`src/rtl/ras_if.sv`:
```
// ras_if: request/response bundle between the branch predictor (master) and
// the return-address-stack controller (slave).
interface ras_if #(
    parameter int WIDTH = 36
);
    logic             push;
    logic             pop;
    logic [WIDTH-1:0] push_addr;
    logic             ready;
    logic [WIDTH-1:0] top_addr;
    logic             top_valid;
    logic             overflow;
    logic             underflow;

    modport master (
        output push, pop, push_addr,
        input  ready, top_addr, top_valid, overflow, underflow
    );

    modport slave (
        input  push, pop, push_addr,
        output ready, top_addr, top_valid, overflow, underflow
    );
endinterface

```
`src/rtl/ras_ctrl.sv`:
```
// ras_ctrl: return-address-stack controller with a cached top entry and a
// below-top prefetch on BRAM port B. Define RAS_CKPT_EN for checkpoint/restore.
module ras_ctrl #(
    parameter  int DEPTH = 1024,
    parameter  int WIDTH = 36,
    localparam int ADDR  = $clog2(DEPTH)
) (
    input  logic             clk,
    input  logic             rst,
    ras_if.slave             bus,
`ifdef RAS_CKPT_EN
    input  logic             ckpt_save,
    input  logic             ckpt_restore,
`endif
    output logic             bram_rea,
    output logic             bram_reb,
    output logic             bram_wea,
    output logic             bram_web,
    output logic [ADDR-1:0]  bram_raddra,
    output logic [ADDR-1:0]  bram_raddrb,
    output logic [ADDR-1:0]  bram_waddra,
    output logic [ADDR-1:0]  bram_waddrb,
    output logic [WIDTH-1:0] bram_wia,
    output logic [WIDTH-1:0] bram_wib,
    input  logic [WIDTH-1:0] bram_doa,
    input  logic [WIDTH-1:0] bram_dob
);

    localparam logic [ADDR-1:0] TOS_ONE  = ADDR'(1);
    localparam logic [ADDR:0]   CNT_ONE  = (ADDR+1)'(1);
    localparam logic [ADDR:0]   CNT_FULL = (ADDR+1)'(DEPTH);

    logic [ADDR-1:0]  tos, tos_nxt;
    logic [ADDR:0]    count, count_nxt;
    logic [WIDTH-1:0] top, top_nxt;
    logic             ovf, ovf_nxt;
    logic             unf, unf_nxt;
    logic             accept;

`ifdef RAS_CKPT_EN
    typedef enum logic {RUN, REFILL} state_t;
    state_t          state, state_nxt;
    logic [ADDR-1:0] ckpt_tos;
    logic [ADDR:0]   ckpt_count;

    assign bus.ready = (state == RUN);
`else
    logic unused_doa;
    assign unused_doa = ^bram_doa;
    assign bus.ready  = 1'b1;
`endif

    assign bus.top_addr  = top;
    assign bus.top_valid = (count != '0);
    assign bus.overflow  = ovf;
    assign bus.underflow = unf;
    assign bram_web      = 1'b0;
    assign bram_waddrb   = '0;
    assign bram_wib      = '0;

    // Next-state logic: a restore or refill pre-empts the stack operation;
    // port B always prefetches the entry just below the next top so a pop
    // next cycle finds its new top already on bram_dob.
    always_comb begin
        tos_nxt     = tos;
        count_nxt   = count;
        top_nxt     = top;
        ovf_nxt     = 1'b0;
        unf_nxt     = 1'b0;
        accept      = 1'b1;
        bram_rea    = 1'b0;
        bram_raddra = '0;
        bram_wea    = 1'b0;
        bram_waddra = '0;
        bram_wia    = '0;
`ifdef RAS_CKPT_EN
        state_nxt   = state;
        if (state == REFILL) begin
            accept    = 1'b0;
            top_nxt   = bram_doa;
            state_nxt = RUN;
        end else if (ckpt_restore) begin
            accept      = 1'b0;
            tos_nxt     = ckpt_tos;
            count_nxt   = ckpt_count;
            bram_rea    = 1'b1;
            bram_raddra = ckpt_tos;
            state_nxt   = REFILL;
        end
`endif
        if (accept) begin
            if (bus.push && (!bus.pop || count == '0)) begin
                bram_wea    = 1'b1;
                bram_waddra = tos + TOS_ONE;
                bram_wia    = bus.push_addr;
                tos_nxt     = tos + TOS_ONE;
                top_nxt     = bus.push_addr;
                if (count == CNT_FULL) ovf_nxt = 1'b1;
                else                   count_nxt = count + CNT_ONE;
            end else if (bus.push && bus.pop) begin
                bram_wea    = 1'b1;
                bram_waddra = tos;
                bram_wia    = bus.push_addr;
                top_nxt     = bus.push_addr;
            end else if (bus.pop) begin
                if (count == '0) begin
                    unf_nxt = 1'b1;
                end else begin
                    tos_nxt   = tos - TOS_ONE;
                    count_nxt = count - CNT_ONE;
                    top_nxt   = bram_dob;
                end
            end
        end
        bram_reb    = 1'b1;
        bram_raddrb = tos_nxt - TOS_ONE;
        if (rst) begin
            bram_rea = 1'b0;
            bram_reb = 1'b0;
            bram_wea = 1'b0;
        end
    end

    // State register; RAM contents are left alone on reset.
    always_ff @(posedge clk or posedge rst) begin
        if (rst) begin
            tos   <= '0;
            count <= '0;
            top   <= '0;
            ovf   <= 1'b0;
            unf   <= 1'b0;
        end else begin
            tos   <= tos_nxt;
            count <= count_nxt;
            top   <= top_nxt;
            ovf   <= ovf_nxt;
            unf   <= unf_nxt;
        end
    end

`ifdef RAS_CKPT_EN
    // Checkpoint captures pre-operation pointers; a simultaneous restore drops the save.
    always_ff @(posedge clk or posedge rst) begin
        if (rst) begin
            state      <= RUN;
            ckpt_tos   <= '0;
            ckpt_count <= '0;
        end else begin
            state <= state_nxt;
            if (state == RUN && ckpt_save && !ckpt_restore) begin
                ckpt_tos   <= tos;
                ckpt_count <= count;
            end
        end
    end
`endif

endmodule

```
`src/flat_wrapper.sv`:
```
// flat-port wrapper written by rule: the top's interface ports become plain ports
module ras_ctrl_flat 
#(
    parameter  int DEPTH = 1024,
    parameter  int WIDTH = 36,
    localparam int ADDR  = $clog2(DEPTH)
)
  (clk, rst, bram_rea, bram_reb, bram_wea, bram_web, bram_raddra, bram_raddrb, bram_waddra, bram_waddrb, bram_wia, bram_wib, bram_doa, bram_dob, bus_push, bus_pop, bus_push_addr, bus_ready, bus_top_addr, bus_top_valid, bus_overflow, bus_underflow);
  ras_if #(.WIDTH(WIDTH)) bus_i ();
  input  logic clk;
  input  logic rst;
  output logic bram_rea;
  output logic bram_reb;
  output logic bram_wea;
  output logic bram_web;
  output logic [ADDR-1:0] bram_raddra;
  output logic [ADDR-1:0] bram_raddrb;
  output logic [ADDR-1:0] bram_waddra;
  output logic [ADDR-1:0] bram_waddrb;
  output logic [WIDTH-1:0] bram_wia;
  output logic [WIDTH-1:0] bram_wib;
  input  logic [WIDTH-1:0] bram_doa;
  input  logic [WIDTH-1:0] bram_dob;
  input wire logic [$bits(bus_i.push)-1:0] bus_push;
  input wire logic [$bits(bus_i.pop)-1:0] bus_pop;
  input wire logic [$bits(bus_i.push_addr)-1:0] bus_push_addr;
  output wire logic [$bits(bus_i.ready)-1:0] bus_ready;
  output wire logic [$bits(bus_i.top_addr)-1:0] bus_top_addr;
  output wire logic [$bits(bus_i.top_valid)-1:0] bus_top_valid;
  output wire logic [$bits(bus_i.overflow)-1:0] bus_overflow;
  output wire logic [$bits(bus_i.underflow)-1:0] bus_underflow;
  assign bus_i.push = bus_push;
  assign bus_i.pop = bus_pop;
  assign bus_i.push_addr = bus_push_addr;
  assign bus_ready = bus_i.ready;
  assign bus_top_addr = bus_i.top_addr;
  assign bus_top_valid = bus_i.top_valid;
  assign bus_overflow = bus_i.overflow;
  assign bus_underflow = bus_i.underflow;
  ras_ctrl #(.DEPTH(DEPTH), .WIDTH(WIDTH)) u_core (.clk(clk), .rst(rst), .bus(bus_i), .bram_rea(bram_rea), .bram_reb(bram_reb), .bram_wea(bram_wea), .bram_web(bram_web), .bram_raddra(bram_raddra), .bram_raddrb(bram_raddrb), .bram_waddra(bram_waddra), .bram_waddrb(bram_waddrb), .bram_wia(bram_wia), .bram_wib(bram_wib), .bram_doa(bram_doa), .bram_dob(bram_dob));
endmodule
```
`config.mk`:
```
export PLATFORM = sky130hd
export DESIGN_NAME = ras_ctrl_flat
export DESIGN_NICKNAME = d
export VERILOG_FILES = /design/src/rtl/ras_if.sv /design/src/rtl/ras_ctrl.sv /design/src/flat_wrapper.sv
export SDC_FILE = /design/constraint.sdc
export NUM_CORES = 1
export LEC_CHECK = 0
export CORE_ASPECT_RATIO = 0.5
export CORE_UTILIZATION = 38
export DETAILED_ROUTE_END_ITERATION = 10
export HOLD_SLACK_MARGIN = 0.15
export PLACE_DENSITY = 0.82
export RECOVER_POWER = 100
export REMOVE_ABC_BUFFERS = 1
export SYNTH_ARGS = -nofsm -noshare
export SYNTH_HDL_FRONTEND = slang
export SYNTH_SLANG_ARGS = --single-unit
```
`constraint.sdc`:
```
create_clock -name clk -period 4.3 [get_ports clk]
set_clock_uncertainty 0.15 [all_clocks]
set_input_delay 0.86 -clock clk [delete_from_list [all_inputs] [get_ports clk]]
set_output_delay 0.86 -clock clk [all_outputs]
set_load 0.03 [all_outputs]
```
==> metrics.yaml, run 1 <==
status:
  status: "finished, violations left"
  violations: "max-capacitance violations, max-slew violations"
timing:
  max_slew.worst_pin.slew_ns: 1.57
  fmax_ghz: 0.239
  post-route-period-util_pct: 97.1
  finalHoldViolations: 0
  finalSetupViolations: 0
  relSlewSlack_pct: -4.40
  rsz0062_at_grt: "yes"
  period_minus_slack_ns: 4.18
  setup_tns_ns: 0
  slew_viol_final: 60
logic_synthesis:
  syn_avg_cell_area_um2: 9.74
  ys_seq_area_share_pct: 33.8
  synth.cell_area_um2: 4370
  yosys_warnings: 0
  synth_edf_count: 0
  async_flop_share_pct: 100
  synth_commonest_cells: "buf_4, dfrtp_1, and2_1"
  synth-seq-cells: 59
  synth_area_leader_cell: "dfrtp_1"
  netlist.area_leader.share_pct: 33.8
  ys_types: 61
  synth_cells: 449
  ys_top_cells_by_area: "dfrtp_1, buf_4, mux2i_1"
  synth_flop_cell: "dfrtp_1"
clocking:
  cts_buffers: 9
  htree_levels: 3
  cts.sinks: 59
  cts.path.max_buffers: 2
  cts_tree: "done"
  clkTransAtPathRegs_ns: 0.05
  clk_latency_ns: 0.32
  postCtsHoldBufs: 0
  cts_root_buf: "clkbuf_16"
setup_path:
  r2r_start: "u_core.count[0]"
  r2r-end: "u_core.count[10]"
  reg2reg_depth: 11
  r2r_setup_slack_ns: 0.40
  worst_setup_path_end_kind: "output pin"
  required_ns: 3.29
  worstSetupStartpointType: "register"
  critPathKind: "register to output pin"
  cp.arrival_ns: 3.17
  cp_max_fo: 4
route:
  postRouteWirelength_um: 11700
  via_per_inst: 4.86
  first_iter_violations: 253
  dr.pass1.iters: 4
  detail-route-antenna-nets: 0
  wire_per_inst_um: 15.1
  drc: 0
  vias: 3755
power_and_ir_drop:
  p_comb_share_pct: 53.7
  p_leak_uw: 0.00284
  fin_total_pwr_uw: 3380
  p_clk_share_pct: 19.9
  p_sw_share_pct: 44.7
  p_switching_uw: 1510
  power_density_nw_per_um2: 528
  seqPwrFrac_pct: 26.4
  internal_power_uw: 1870
  peakVddDrop_mv: 0.277
floorplanning:
  fp.dieH_um: 77.8
  io_pins: 268
  initial_core_util_pct: 39.5
  coreArea_um2: 11100
  std_cell_rows: 27
  dieArea_um2: 12000
  fp.dieW_um: 154
worst_hold_path:
  min_to: "u_core.tos[9]"
  hold_path.class: "register to register"
  hold_start: "u_core.tos[9]"
  min_path_cells: 1
global_route:
  grt_pass1_vias: 3724
  grt_pass1_wl_um: 18700
  busiest_layer: "met2"
  grt_max_degree: 60
  use_met3_pct: 5.03
  antenna_found_initial: 0
  use_met2_pct: 35.4
  grt.total_usage_pct: 19.7
  grt_overflow: 0
  grtUsageMet1_pct: 23.3
job:
  max-cap-violations: 1
placement:
  dp_hpwl_um: 8390
  place.gp.congestion: 0.835
  numPortBuffers: 172
final_layout:
  area_growth_pct: 46.4
  nets: 748
  diodes: 0
  drive_above_1_share_pct: 13.1
  final_util_pct: 57.7
flip-flops by register name (all words and copies together), names as in the netlist:
signal                count
u_core.bus.top_addr      36
u_core.count             11
u_core.tos               10
u_core.bus.overflow       1
u_core.bus.underflow      1
final cells by class:
cell class                      count  area [µm²]
Fill cell                         949        4680
Multi-Input combinational cell    354        2610
Timing Repair Buffer              188        1810
Sequential cell                    59        1480
Clock buffer                       11         253
Tap cell                          145         181
Inverter                           11        41.3
Clock inverter                      5        27.5
power by group through the flow:
stage          Combinational, µW  Sequential [µW]  Clock [µW]
4_1_cts                     1770              880         691
2_1_floorplan               1130              906           0
5_1_grt                     1960              920         716
6_report                    1820              893         673
3_5_place_dp                1740              884           0
3_3_place_gp                1710              876           0
worst max-delay path, cell delays in order (launching register included):
cell	delay, ns
dfrtp_1	0.42
or4_4	0.60
o41a_4	0.51
xnor2_4	0.19
xor2_2	0.21
ha_2	0.22
inv_1	0.07
nor4b_2	0.25
xor2_1	0.19
buf_4	0.18
timing repair:
item	CTS	global route
hold endpoints to repair	0	0
pin swaps	2	3
resized for setup	2	17
buffers inserted	3	0
setup endpoints to repair	5	7
how the worst max path moves through the flow:
stage                          from  cells after the start              to  slack (ns)
floorplan           u_core.count[0]                      8  bram_raddrb[6]       -0.80
global placement            bus_pop                     10  bram_raddrb[6]        0.11
detailed placement          bus_pop                     10  bram_raddrb[6]        0.08
CTS                 u_core.count[0]                      9  bram_raddrb[6]       -0.07
global route        u_core.count[9]                      9  bram_raddrb[6]      -0.007
finish              u_core.count[9]                      9  bram_raddrb[6]        0.12
cells by family after synthesis:
| kind of cell | synth area share, % |
|---|---|
| AO/OA/AOI/OAI | 14.8 |
| XOR/XNOR | 6.81 |
| adder cells (fa/ha/maj) | 3.89 |
| buffers and inverters | 13.3 |
| flip-flops | 33.8 |
| multiplexers | 9.22 |
| other | 0.172 |
| AND/OR/NAND/NOR | 18.1 |
cell usage in the layout (no fill, tap or decap), types with 3 or more instances in the layout:
| cell | Yosys | final |
|---|---|---|
| or3_1 | 6 | 6 |
| nand3_1 | 8 | 8 |
| buf_4 | 59 | 31 |
| a21oi_1 | 11 | 11 |
| a31oi_1 | 3 | 3 |
| ha_1 | 12 | 11 |
| o21bai_1 | 36 | 36 |
| nand2b_1 | 4 | 4 |
| xor2_1 | 16 | 14 |
| mux2i_1 | 38 | 37 |
| inv_1 | 11 | 11 |
| o21ai_0 | 6 | 6 |
| nand2_1 | 10 | 10 |
| a21boi_0 | 4 | 3 |
| nor2_1 | 16 | 16 |
| conb_1 | 2 | 59 |
| or2_2 | 3 | 3 |
| xnor2_1 | 13 | 12 |
| a21o_1 | 4 | 4 |
| nor2b_1 | 6 | 5 |
| clkinv_2 | 0 | 4 |
| clkbuf_16 | 0 | 9 |
| and2_1 | 44 | 44 |
| clkdlybuf4s50_1 | 0 | 150 |
| and3_1 | 6 | 6 |
| and4_1 | 4 | 4 |
| dfrtp_1 | 59 | 58 |
stage by stage:
step / instance area (µm²) / std cells / hold slack (ns) / setup slack, ns
after floorplan: 4050 / 424 / 0.331 / -0.800
after global placement: 6010 / 754 / 0.362 / 0.112
after detailed placement: 6010 / 754 / 0.381 / 0.0811
after CTS: 6330 / 773 / 0.389 / -0.0742
after global routing: 6400 / 773 / 0.420 / -0.00678
final: 6400 / 773 / 0.388 / 0.123
routing by layer:
layer  vias to the layer above  routed length, µm
met1                      1792               4760
met5                         -                  0
li1                       1798                  -
met4                         0                146
met2                       155               6060
met3                        10                693
Note: power is estimated with default switching activity, not from simulation.
==> run 2: changes to the inputs <==
--- a/config.mk
+++ b/config.mk
@@ -12,6 +12,7 @@
 export PLACE_DENSITY = 0.82
 export RECOVER_POWER = 100
 export REMOVE_ABC_BUFFERS = 1
+export SETUP_SLACK_MARGIN = 0.02
 export SYNTH_ARGS = -nofsm -noshare
 export SYNTH_HDL_FRONTEND = slang
 export SYNTH_SLANG_ARGS = --single-unit
==> metrics.yaml, run 2 (synthesized netlist as in run 1, its figures left out) <==
timing:
  setup_tns_ns: 0
  max_slew.worst_pin.slew_ns: 1.56
  slew_viol_final: 60
  rsz0062_at_grt: "yes"
  relSlewSlack_pct: -4.17
  finalHoldViolations: 0
  post-route-period-util_pct: 97.7
  period_minus_slack_ns: 4.20
  finalSetupViolations: 0
  fmax_ghz: 0.238
power_and_ir_drop:
  peakVddDrop_mv: 0.276
  power_density_nw_per_um2: 527
  p_leak_uw: 0.00287
setup_path:
  path_cells: "or4_4 > o41ai_4 > buf_4 > buf_4 > and4_1 > xor2_1 > and2_1 > clkdlybuf4s50_1"
  required_ns: 3.29
  cp_max_fo: 4
  worst_setup_path_end_kind: "output pin"
  critPathKind: "register to output pin"
  cp.arrival_ns: 3.19
  r2r_setup_slack_ns: 0.41
  crit_family: "buffers and inverters"
  slowest_delay_ns: 0.68
  r2r-end: "u_core.count[10]"
  r2r_start: "u_core.count[0]"
  crit_buf_inv: 3
  worstSetupStartpointType: "register"
  cp_slowest_cell: "clkdlybuf4s50_1"
  crit_path_frequent_cell: "buf_4"
  reg2reg_depth: 11
clocking:
  cts_buffers: 9
  htree_levels: 3
  clk_latency_ns: 0.32
  cts_root_buf: "clkbuf_16"
  cts.sinks: 59
  cts_tree: "done"
  cts.path.max_buffers: 2
  clkTransAtPathRegs_ns: 0.05
route:
  vias: 3767
  wl_met3_um: 638
  dr.pass1.iters: 4
  wl_met2_um: 6050
  routed.top_layer: "met4"
  first_iter_violations: 256
  detail-route-antenna-nets: 0
  postRouteWirelength_um: 11700
  drc: 0
  wl_met1_um: 4810
  via_per_inst: 4.87
  wire_per_inst_um: 15.1
final_layout:
  nets: 748
  largest_reg_flops: 36
  layout_commonest_cell: "clkdlybuf4s50_1"
  final_util_pct: 57.7
  area_growth_pct: 46.4
  fillers: 949
  drive_above_1_share_pct: 12.7
  design_area_um2: 6400
  final_cell_mix: "clkdlybuf4s50_1, conb_1, dfrtp_1"
  diodes: 0
global_route:
  grt_overflow: 0
  grt_pass1_wl_um: 18700
  grt.total_usage_pct: 19.7
  grt_pass1_vias: 3724
  antenna_found_initial: 0
  grt_max_degree: 60
status:
  violations: "max-capacitance violations, max-slew violations"
  status: "finished, violations left"
floorplanning:
  io_pins: 268
  fp.dieW_um: 154
  fp.dieH_um: 77.8
  coreArea_um2: 11100
  initial_core_util_pct: 39.5
  std_cell_rows: 27
  dieArea_um2: 12000
worst_hold_path:
  hold_start: "u_core.tos[9]"
  min_path_cells: 1
  hold_path.class: "register to register"
  min_to: "u_core.tos[9]"
job:
  max-cap-violations: 1
placement:
  place.gp.congestion: 0.835
  dp_hpwl_um: 8390
  numPortBuffers: 172
  dpl-instance-area_um2: 6010
-- run 2: through the flow --
step / setup slack, ns / hold WS (ns) / power (µW) / cells
6_report: 0.0999 / 0.388 / 3370 / 773
3_3_place_gp: 0.112 / 0.362 / 2580 / 754
4_1_cts: -0.0742 / 0.389 / 3350 / 773
5_1_grt: -0.0147 / 0.414 / 3580 / 773
2_1_floorplan: -0.800 / 0.331 / 2030 / 424
3_5_place_dp: 0.0811 / 0.381 / 2620 / 754
-- run 2: report_power, final --
part	total (µW)	internal [µW]	switching, µW	leakage [µW]
Sequential	892	687	204	0.000708
Clock	672	417	256	0.000141
Combinational	1810	752	1050	0.00203
Total	3370	1860	1510	0.00287
-- run 2: what timing repair did --
item,4_1_cts,5_1_grt
hold buffers,0,0
endpoints found under the setup margin,5,7
setup buffers,3,0
pin swaps,2,4
resized for setup,2,18
-- run 2: worst max path at each step --
stage                          startpoint              to  slack, ns  cells past startpoint
after floorplan           u_core.count[0]  bram_raddrb[6]      -0.80                      8
after global placement            bus_pop  bram_raddrb[6]       0.11                     10
after detailed placement          bus_pop  bram_raddrb[6]       0.08                     10
after CTS                 u_core.count[0]  bram_raddrb[6]      -0.07                      9
after global routing      u_core.count[6]  bram_raddrb[6]      -0.01                      9
final                     u_core.count[6]  bram_waddra[8]        0.1                      8
-- run 2: cell type report --
cell class / instances / area [µm²] / share of cell area (%)
clock buffers: 11 / 253 / 3.95
clock inverters: 5 / 27.5 / 0.430
inverters: 11 / 41.3 / 0.645
multi-input cells: 354 / 2610 / 40.8
flip-flops and latches: 59 / 1480 / 23.1
well taps: 145 / 181 / 2.84
repair buffers: 188 / 1810 / 28.3
-- run 2: per-layer routing --
layer	track usage, %	vias to the layer above
met3	5.03	10
met5	0	-
met2	35.4	143
li1	-	1801
met1	23.3	1813
met4	5.90	0
